<file path="config.mk">
export PLATFORM = sky130hd
export DESIGN_NAME = orv64_int_scheduler
export DESIGN_NICKNAME = d
export VERILOG_FILES = /design/src/rtl/orv64_int_scheduler.sv
export SDC_FILE = /design/constraint.sdc
export NUM_CORES = 1
export LEC_CHECK = 0
export ABC_AREA = 1
export ABC_CLOCK_PERIOD_IN_PS = 2600
export CAP_MARGIN = 20
export CORE_MARGIN = 4
export CORE_UTILIZATION = 45
export CTS_BUF_LIST = sky130_fd_sc_hd__clkbuf_8 sky130_fd_sc_hd__clkbuf_16
export DETAILED_ROUTE_END_ITERATION = 16
export GPL_TIMING_DRIVEN = 0
export PLACE_DENSITY_LB_ADDON = 0.05
export SETUP_SLACK_MARGIN = 0.4
export SYNTH_ARGS = -nofsm -noshare
export SYNTH_HDL_FRONTEND = slang
export SYNTH_SLANG_ARGS = --single-unit
</file>
<file path="constraint.sdc">
create_clock -name clk -period 2.6 [get_ports clk]
set_input_delay 0.52 -clock clk [delete_from_list [all_inputs] [get_ports clk]]
set_output_delay 0.52 -clock clk [all_outputs]
set_load 0.05 [all_outputs]
</file>
<file path="src/rtl/orv64_int_scheduler.sv">
// ============================================================================
// orv64_int_scheduler: picks one eligible interrupt from mip & mie and offers it
// to the trap pipeline over a valid/ready handshake.  Rev 1.0
// ============================================================================
`default_nettype none

package orv64_int_pkg;
  typedef logic [11:0] orv64_csr_ideleg_t;
  typedef logic [3:0]  orv64_int_cause_t;
endpackage

module orv64_int_scheduler
  import orv64_int_pkg::*;
#(
  parameter int ACK_TIMEOUT = 64
) (
  input  logic              clk,
  input  logic              rst,
  input  logic [11:0]       mip,
  input  logic [11:0]       mie,
  input  orv64_csr_ideleg_t ideleg,
  input  logic [1:0]        prv,
  input  logic              mstatus_mie,
  input  logic              mstatus_sie,
  input  logic              debug_mode,
  input  logic              int_req_ready,
  output logic              int_req_valid,
  output orv64_int_cause_t  int_req_cause,
  output logic              int_req_to_s,
  output logic              int_pending_any
);

  localparam int CNT_W = (ACK_TIMEOUT == 0) ? 1 : $clog2(ACK_TIMEOUT + 1);
  localparam int TO_LAST_I = (ACK_TIMEOUT == 0) ? 0 : ACK_TIMEOUT - 1;
  localparam logic [CNT_W-1:0] TO_LAST = CNT_W'(TO_LAST_I);
  localparam bit TO_EN = (ACK_TIMEOUT != 0);
  // Only MSI/MTI/MEI and SSI/STI/SEI are implemented; U-level and reserved bits drop out.
  localparam logic [11:0] IMPL_MASK = 12'hAAA;

  typedef enum logic [1:0] {
    S_IDLE = 2'd0,
    S_REQ  = 2'd1,
    S_HOLD = 2'd2
  } state_t;

  state_t              state_q, state_d;
  orv64_int_cause_t    cause_q, cause_d;
  logic                to_s_q, to_s_d;
  logic [CNT_W-1:0]    cnt_q, cnt_d;

  logic [11:0]         cand;
  logic [11:0]         elig;
  logic [15:0]         elig_ext;
  logic                m_ok;
  logic                s_ok;
  logic                win_valid;
  orv64_int_cause_t    win_cause;
  logic                cur_elig;

  assign cand = mip & mie & IMPL_MASK;
  assign m_ok = (prv != 2'd3) || mstatus_mie;
  assign s_ok = (prv == 2'd0) || ((prv == 2'd1) && mstatus_sie);

  always_comb begin
    for (int i = 0; i < 12; i++) begin
      elig[i] = cand[i] & (ideleg[i] ? s_ok : m_ok);
    end
  end

  assign elig_ext        = {4'b0000, elig};
  assign cur_elig        = elig_ext[cause_q];
  assign int_pending_any = |elig;

  always_comb begin
    win_valid = 1'b1;
    win_cause = 4'd0;
    if (elig[11])     win_cause = 4'd11;
    else if (elig[3]) win_cause = 4'd3;
    else if (elig[7]) win_cause = 4'd7;
    else if (elig[9]) win_cause = 4'd9;
    else if (elig[1]) win_cause = 4'd1;
    else if (elig[5]) win_cause = 4'd5;
    else              win_valid = 1'b0;
  end

  always_comb begin
    state_d = state_q;
    cause_d = cause_q;
    to_s_d  = to_s_q;
    cnt_d   = cnt_q;
    unique case (state_q)
      S_IDLE: begin
        if (win_valid && !debug_mode) begin
          state_d = S_REQ;
          cause_d = win_cause;
          to_s_d  = ideleg[win_cause];
          cnt_d   = '0;
        end
      end
      S_REQ: begin
        // A handshake in the same cycle as losing eligibility still counts.
        if (int_req_ready) begin
          state_d = S_HOLD;
        end else if (!cur_elig || debug_mode) begin
          state_d = S_IDLE;
        end else if (TO_EN && (cnt_q == TO_LAST)) begin
          state_d = S_IDLE;
        end else if (cnt_q != {CNT_W{1'b1}}) begin
          cnt_d = cnt_q + 1'b1;
        end
      end
      S_HOLD: begin
        state_d = S_IDLE;
      end
      default: begin
        state_d = S_IDLE;
      end
    endcase
  end

  always_ff @(posedge clk) begin
    if (rst) begin
      state_q <= S_IDLE;
      cause_q <= '0;
      to_s_q  <= 1'b0;
      cnt_q   <= '0;
    end else begin
      state_q <= state_d;
      cause_q <= cause_d;
      to_s_q  <= to_s_d;
      cnt_q   <= cnt_d;
    end
  end

  assign int_req_valid = (state_q == S_REQ);
  assign int_req_cause = cause_q;
  assign int_req_to_s  = to_s_q;

endmodule

`default_nettype wire

</file>
# Yosys cells after proc, flatten, opt, wreduce, memory -nomap -nowiden
# Cells that the tools add are included.
[word_totals] output_inout_bits=7 reg_bits=14 wordCells=72
[classes] n_mux=33 eq_ne=11 addsub=1 magnitude_cmp=2 reduce_logical=14 bitwise_logic=7
[ops] cell="$mux W7" count=5
[ops] cell="$mux W4" count=4
[ops] cell="$mux W1" count=14
[ops] cell="$pmux W7 S2" count=1
[ops] cell="$and A12 B12 Y12" count=1
[ops] cell="$lt A4 B5 Y1 const B" count=2
[ops] cell="$ne A2 B2 Y1 const B" count=5
[ops] cell="$bmux W1 S4" count=2
[ops] cell="$mux W2" count=4
[ops] cell="$add A7 B1 Y7 const B" count=1
[ops] cell="$eq A7 B6 Y1 const B" count=1
[ops] cell="$ne A7 B7 Y1 const B" count=1
[ops] cell="$and A1 B1 Y1" count=6
[ops] cell="$mux W3" count=2
[ops] cell="$reduce_and A6 Y1" count=1
[ops] cell="$reduce_or A6 Y1" count=1
[ops] cell="$eq A2 B1 Y1 const B" count=2
[ops] cell="$logic_not A2 Y1" count=2
[ops] cell="$ne A4 B2 Y1 const B" count=1
[ops] cell="$pmux W2 S2" count=1
[ops] cell="$reduce_and A2 Y1" count=2
[ops] cell="$logic_or A1 B1 Y1" count=3
[ops] cell="$logic_and A1 B1 Y1" count=2
[ops] cell="$logic_not A1 Y1" count=2
[ops] cell="2 further kinds" count=2

# Longest topological paths before layout
# Gate-level depths: netlist of run 1.
[depth] word_depth=14 ltp_mapped=16 ltp_nobuf=16

# Worst setup path before layout of run 1
# No wires, ideal clock.
[synth_path] path_type="register to register" from="register state_q[0]" to="register cnt_q[1]" stages_incl_launch_ff=10 period_less_slack_ns=1.953 required_time_ns=2.488 path_slack_ns=0.647 arrival_ns=1.841 setup_ns=0.112 path_cell_list="dfxtp_1 -> inv_1 -> nor2_1 -> inv_1 -> nor2_1 -> a21oi_4 -> nand2_4 -> nand2_2 -> nand2_2 -> nor2_2"
[synth_via] elab_chain_cells=3
[synth_rtl] element="start, declared" line="46" rtl="state_t state_q, state_d;"
[synth_rtl] element="start signal, assigned" line="128" rtl="state_q <= state_d;"
[synth_rtl] element="$eq A2 B1 Y1 (*)"
[synth_rtl] element="via int_req_valid" line="27" rtl="output logic int_req_valid,"
[synth_rtl] element="$ne A2 B1 Y1 (no source line) (tied with other cells)"
[synth_rtl] element="$reduce_and A6 Y1 (no source line)"
[synth_rtl] element="end signal, assigned" line="131" rtl="cnt_q <= cnt_d;"
[synth_rtl] element="end, declared" line="49" rtl="logic [CNT_W-1:0] cnt_q, cnt_d;"
# The timed path passes the listed nets; every way through them passes the cells marked *.
# A chain may end at the register's enable or synchronous reset.

# Worst setup path after layout of run 1
[layout_path] from="input port ideleg[7]" to="output port int_pending_any"
[layout_via] elab_chain_cells=3
[layout_rtl] element="start, declared" line="21" rtl="input orv64_csr_ideleg_t ideleg,"
[layout_rtl] element="$mux W1" line="66" rtl="elig[i] = cand[i] & (ideleg[i] ? s_ok : m_ok);"
[layout_rtl] element="$and A1 B1 Y1" line="66"
[layout_rtl] element="$reduce_or A6 Y1" line="72" rtl="assign int_pending_any = |elig;"
[layout_rtl] element="end, declared" line="30" rtl="output logic int_pending_any"
# Every way passes these cells.

==> reports/qor.yml, run 1 <==
die:
  rows: 18
  core_area_um2: 2450
  start_util_pct: 47.0
  fp.dieH_um: 58.6
  ios: 51
  die_x_um: 58.6
  die-area_um2: 3440
worst_setup_path:
  r2r_slack_ns: 0.87
  path_max_fanout: 2
  cp-end-kind: "output pin"
  path_cells: "clkdlybuf4s50_1 -> nor2_1 -> nor3_2 -> nor2_4 -> nand2b_4 -> buf_8"
  arrival_ns: 1.62
  slowest_stage: "clkdlybuf4s50_1"
  critPathRequiredTime_ns: 2.08
  critPathTopFamily: "buffers and inverters"
  reg2reg_from: "cnt_q[0]"
  critPathBufInv: 2
  critical_path_class: "primary input to output pin"
  r2r.worst_path.cells: 10
  slowest_delay_ns: 0.49
  start_kind: "primary input"
  regToRegEndpoint: "cnt_q[1]"
pwr:
  switching_share_pct: 35.1
  power.density_nw_per_um2: 457
  comb_power_share_pct: 39.3
  p_int_uw: 484
  seqPwrFrac_pct: 32.2
  p_sw_uw: 261
  ir_drop_mv: 0.615
  p_leak_nw: 0.772
  power.share.clock_pct: 28.5
clock_network:
  hold_buffers: 0
  clock_latency_ns: 0.24
  cts_tree: "done"
  numCtsBuffers: 3
  cts_buffer_depth: 2
  h-tree-depth: 1
  root_buffer: "clkbuf_8"
  cts_sinks: 14
  clkTransAtPathRegs_ns: 0.06
logic_synthesis:
  async_flop_share_pct: 0
  ys_types: 30
  synth-seq-cells: 14
  seq_area_frac_synth_pct: 24.3
  syn-cell-area_um2: 1150
  syn-num-nets: 222
  netlist_instances: 177
  synth-main-ff-cell: "dfxtp_1"
  syn_avg_cell_area_um2: 6.52
  yosys_warnings: 0
  synth_edf_count: 0
drt:
  wl_per_cell_um: 12.0
  vias: 1270
  drc: 0
  dr.first_iter.drc_count: 39
  via_per_inst: 5.14
  antenna_left: 0
  drtPass1Iterations: 4
  wirelength_mm: 2.96
finish:
  layout-drive-gt1-share_pct: 24.4
  final_common_cell: "nand2_1"
  area_growth_pct: 41.4
  final_cell_mix: "nand2_1, inv_1, clkdlybuf4s50_1"
  nets: 263
  final_core_util_pct: 66.5
  diodes: 0
timing:
  grt_setup_unrepaired: "true"
  period_share_pct: 82.5
  drv_slew: 0
  skew_ns: 0.00261
  max_slew_margin_pct: 62.2
  hold_viol_final: 0
  final-setup-viol-count: 0
  fmax_mhz: 466
  worst_pin_slew_ns: 0.567
  hold_ws_ns: 0.471
  min_period_ns: 2.14
grt:
  antenna_found_initial: 0
  globalRouteOverflowTotal: 0
  track_usage_pct: 19.0
  grt_pass1_vias: 1219
  grt_max_degree: 11
  grt_pass1_wl_mm: 5.14
outcome:
  outcome: "finished clean"
hold_path:
  min_to: "cnt_q[6]"
  whs_path_depth: 2
  min-delay-start: "cnt_q[6]"
  hold_path_class: "register to register"
run:
  maxCapViolations: 0
placed_design:
  numPortBuffers: 32
  hpwl_mm: 2.29
  gp_congestion: 0.821
power by group through the flow:
stage | clock [mW] | combinational, mW | sequential (mW)
floorplan | 0 | 0.156 | 0.272
global placement | 0 | 0.270 | 0.244
global route | 0.229 | 0.317 | 0.242
CTS | 0.216 | 0.290 | 0.240
finish | 0.212 | 0.293 | 0.240
detailed placement | 0 | 0.276 | 0.244
worst max-delay path by stage:
stage / from / end / cells past startpoint
2_1_floorplan: state_q[0] / cnt_q[1] / 9
3_3_place_gp: prv[1] / int_pending_any / 9
3_5_place_dp: prv[1] / int_pending_any / 9
4_1_cts: mstatus_mie / int_pending_any / 8
5_1_grt: mstatus_sie / int_pending_any / 10
6_report: ideleg[7] / int_pending_any / 6
sequential cells by signal (all words and copies together) (netlist names):
register / count
int_req_cause: 4
state_q: 2
int_req_to_s: 1
cnt_q: 7
synthesized netlist by cell type, types with 2 or more instances:
cell type   n  area share, %
nand2_1    39             13
a21oi_2     5            3.8
nor3_1      3            1.3
dfxtp_1    14             24
xor2_1      2            1.5
nand2_4     2            2.0
o21ai_1     3            1.3
a21oi_1     8            3.5
o21ai_0     2           0.87
nor2_4      3            2.9
inv_2       3           0.98
nor2_2      2            1.1
nor2_1     16            5.2
nand3b_1    3            2.0
nand3_1    17            7.4
nand2_2    12            6.5
nand3_2     4            3.5
inv_1      27            8.8
worst min-delay path, cell delays in order (launching register included):
cell	delay, ns
dfxtp_1	0.30
inv_1	0.06
a21oi_1	0.06
cells by family (layout without fill, tap and decap cells):
group / count (synthesis) / count (layout) / share of synthesized area [%]
and+or+nand+nor: 105 / 105 / 48.0
buffers and inverters: 32 / 72 / 11.1
AOI/OAI and AO/OA: 23 / 23 / 14.0
DFF: 14 / 14 / 24.3
xor gates and xnor gates: 2 / 2 / 1.52
adders and majority gates: 1 / 1 / 1.08
area by class of cell:
| cell class | count | area [µm²] |
|---|---|---|
| flip-flops and latches | 14 | 280 |
| repair buffers | 36 | 362 |
| multi-input cells | 131 | 769 |
| plain buffers | 2 | 15.0 |
| clock buffers | 4 | 55.1 |
| well taps | 30 | 37.5 |
| inverters | 30 | 113 |
| fillers | 234 | 823 |
metrics by stage:
step / instances / setup TNS [ns] / area [µm²] / worst slack (ns) / total power, mW
CTS: 246 / 0 / 1600 / 0.412 / 0.745
detailed placement: 239 / -0.491 / 1510 / -0.491 / 0.521
global route: 247 / 0 / 1630 / 0.396 / 0.788
floorplan: 177 / 0 / 1150 / 0.647 / 0.428
finish: 247 / 0 / 1630 / 0.456 / 0.745
global placement: 239 / -0.451 / 1510 / -0.451 / 0.514
what timing repair did:
| item | 4_1_cts | 5_1_grt |
|---|---|---|
| setup buffers | 3 | 1 |
| pin swaps | 6 | 8 |
| endpoints found under the setup margin | 1 | 7 |
| resized for setup | 16 | 12 |
per-layer routing:
| metal | vias to the layer above | track usage [%] | share of wire [%] |
|---|---|---|---|
| li1 | 638 | - | - |
| met1 | 604 | 22.8 | 43 |
| met2 | 28 | 35.4 | 52 |
| met3 | 0 | 4.61 | 5.6 |
| met4 | 0 | 1.94 | 0 |
| met5 | - | 0 | 0 |
Power figures use the tool's default switching activity.
==> run 2: changes to the inputs <==
--- a/config.mk
+++ b/config.mk
@@ -6,10 +6,10 @@
 export NUM_CORES = 1
 export LEC_CHECK = 0
 export ABC_AREA = 1
-export ABC_CLOCK_PERIOD_IN_PS = 2600
+export ABC_CLOCK_PERIOD_IN_PS = 2200
 export CAP_MARGIN = 20
 export CORE_MARGIN = 4
-export CORE_UTILIZATION = 45
+export CORE_UTILIZATION = 42
 export CTS_BUF_LIST = sky130_fd_sc_hd__clkbuf_8 sky130_fd_sc_hd__clkbuf_16
 export DETAILED_ROUTE_END_ITERATION = 16
 export GPL_TIMING_DRIVEN = 0
==> constraint.sdc (replaced) <==
create_clock -name clk -period 2.2 [get_ports clk]
set_input_delay 0.44 -clock clk [delete_from_list [all_inputs] [get_ports clk]]
set_output_delay 0.44 -clock clk [all_outputs]
set_load 0.05 [all_outputs]
==> reports/qor.yml, run 2 (synthesized netlist as in run 1, its figures left out) <==
grt:
  grt_pass1_wl_mm: 5.31  # was 5.14 mm
  track_usage_pct: 19.1  # was 19.0%
  grt_pass1_vias: 1271  # was 1219
  antenna_found_initial: 0  # unchanged
  grt_max_degree: 11  # unchanged
  globalRouteOverflowTotal: 0  # unchanged
timing:
  final-setup-viol-count: 0  # unchanged
  worst_pin_slew_ns: 0.632  # was 0.567 ns
  fin_ws_ns: 0.385  # was 0.456 ns
  period_share_pct: 82.5
  max_slew_margin_pct: 57.9  # was 62.2%
  tns_ns: 0  # unchanged
  hold_ws_ns: 0.470  # was 0.471 ns
  grt_setup_unrepaired: "true"  # unchanged
  skew_ns: 0.00211  # was 0.00261 ns
  hold_viol_final: 0  # unchanged
  min_period_ns: 1.81
  drv_slew: 0  # unchanged
  fmax_mhz: 551
worst_setup_path:
  reg2reg_from: "cnt_q[0]"  # unchanged
  r2r_slack_ns: 0.47  # was 0.87 ns
  path_max_fanout: 4  # was 2
  arrival_ns: 1.37  # was 1.62 ns
  slowest_stage: "nand2b_4"  # was clkdlybuf4s50_1
  crit_cells: 8  # was 6
  cp-end-kind: "output pin"  # unchanged
  crit_end: "int_pending_any"  # unchanged
  regToRegEndpoint: "cnt_q[1]"  # unchanged
  worstSetupStartpoint: "prv[1]"  # was ideleg[7]
  critPathTopFamily: "simple AND/OR/NAND/NOR gates"  # was buffers and inverters
  start_kind: "primary input"  # unchanged
  critPathBufInv: 2  # unchanged
  critPathRequiredTime_ns: 1.76  # was 2.08 ns
  slowest_delay_ns: 0.17  # was 0.49 ns
  r2r.worst_path.cells: 10  # unchanged
  path_cells: "buf_4 -> nand2_2 -> nor2_4 -> nand2_1 -> nand3b_1 -> nand3_2 -> nand2b_4 -> buf_8"  # was clkdlybuf4s50_1 -> nor2_1 -> nor3_2 -> nor2_4 -> nand2b_4 -> buf_8
  critical_path_class: "primary input to output pin"  # unchanged
placed_design:
  place_area_um2: 1510  # about the same
  dp.cells: 239  # unchanged
  hpwl_mm: 2.20  # was 2.29 mm
  gp_congestion: 0.773  # was 0.821
  post-place-ws_ns: -0.712  # was -0.491 ns
  numPortBuffers: 32  # unchanged
drt:
  drtPass1Iterations: 4  # unchanged
  drc: 0  # unchanged
  dr.first_iter.drc_count: 59  # was 39
  via_per_inst: 5.05  # was 5.14
  wirelength_mm: 2.98  # was 2.96 mm
  wl_per_cell_um: 11.6  # was 12.0 µm
  antenna_left: 0  # unchanged
  vias: 1297  # was 1270
finish:
  layout-drive-gt1-share_pct: 36.6  # was 24.4%
  final_cell_mix: "nand2_1, inv_1, dlygate4sd2_1"  # was nand2_1, inv_1, clkdlybuf4s50_1
  largest_reg_flops: 7  # unchanged
  top_register: "cnt_q"  # unchanged
  diodes: 0  # unchanged
  design_area_um2: 1800  # was 1630 µm²
  stdcell_count: 257  # was 247
  nets: 273  # was 263
  final_core_util_pct: 70.8  # was 66.5%
  area_growth_pct: 56.3  # was 41.4%
  final_common_cell: "nand2_1"  # unchanged
pwr:
  finalPower_uw: 937  # was 745 µW
  p_leak_nw: 0.860  # was 0.772 nW
  power.density_nw_per_um2: 520  # was 457 nW/µm²
  ir_drop_mv: 0.570  # was 0.615 mV
clock_network:
  numCtsBuffers: 3  # unchanged
  clock_latency_ns: 0.25  # was 0.24 ns
  cts_buffer_depth: 2  # unchanged
  root_buffer: "clkbuf_8"  # unchanged
  h-tree-depth: 1  # unchanged
  cts_sinks: 14  # unchanged
  clkTransAtPathRegs_ns: 0.06  # about the same
  cts_tree: "done"  # unchanged
run:
  maxCapViolations: 0  # unchanged
die:
  start_util_pct: 45.3  # was 47.0%
  ios: 51  # unchanged
  die-area_um2: 3650  # was 3440 µm²
  fp.dieH_um: 60.4  # was 58.6 µm
  core_area_um2: 2540  # was 2450 µm²
  rows: 18  # unchanged
  die_x_um: 60.4  # was 58.6 µm
outcome:
  outcome: "finished clean"  # unchanged
hold_path:
  hold_path_class: "register to register"  # unchanged
run 2: changes by cell type in the layout (fill, tap and decap cells not counted), sizes merged:
cell,delta
buf,+14
clkdlybuf4s50,-19
dlygate4sd2,+20
dlymetal6s2s,-5
run 2: layout make-up:
| class | count | area (µm²) |
|---|---|---|
| Buffer | 2 | 15.0 |
| Tap cell | 30 | 37.5 |
| Multi-Input combinational cell | 131 | 875 |
| Inverter | 30 | 113 |
| Clock buffer | 4 | 55.1 |
| Fill cell | 231 | 742 |
| Timing Repair Buffer | 46 | 428 |
| Sequential cell | 14 | 280 |
run 2: metal layers:
layer | wire [µm] | global-route usage [%]
met5 | 0 | 0
met4 | 31 | 5.57
met3 | 192 | 5.11
met2 | 1420 | 31.0
met1 | 1330 | 25.0
run 2: what timing repair did:
action                                  CTS  global route
setup buffers                            13             1
endpoints found under the hold margin     0             0
endpoints found under the setup margin   20            10
hold buffers                              0             0
pin swaps                                26            16
gates resized for setup                  67            27
run 2: power by group:
part,internal [mW],switching [mW]
combinational,0.168,0.230
clock,0.159,0.0966
sequential,0.270,0.0132
run 2: worst register-to-register path, cell delays in order (launching register included):
cell	delay, ns
dfxtp_1	0.42
ha_1	0.20
nand2_1	0.09
nor3_2	0.29
nor2_1	0.09
nand3_2	0.11
nand2_4	0.12
nand2_8	0.15
nand2_2	0.06
nand2_2	0.07
nor2_2	0.03
run 2: worst min path at each step:
stage | endpoint | cells past startpoint | from
after global routing | cnt_q[6] | 2 | cnt_q[6]
after global placement | cnt_q[6] | 2 | cnt_q[6]
after detailed placement | cnt_q[6] | 2 | cnt_q[6]
final | cnt_q[6] | 2 | cnt_q[6]
after floorplan | cnt_q[6] | 2 | cnt_q[6]
after CTS | cnt_q[6] | 2 | cnt_q[6]
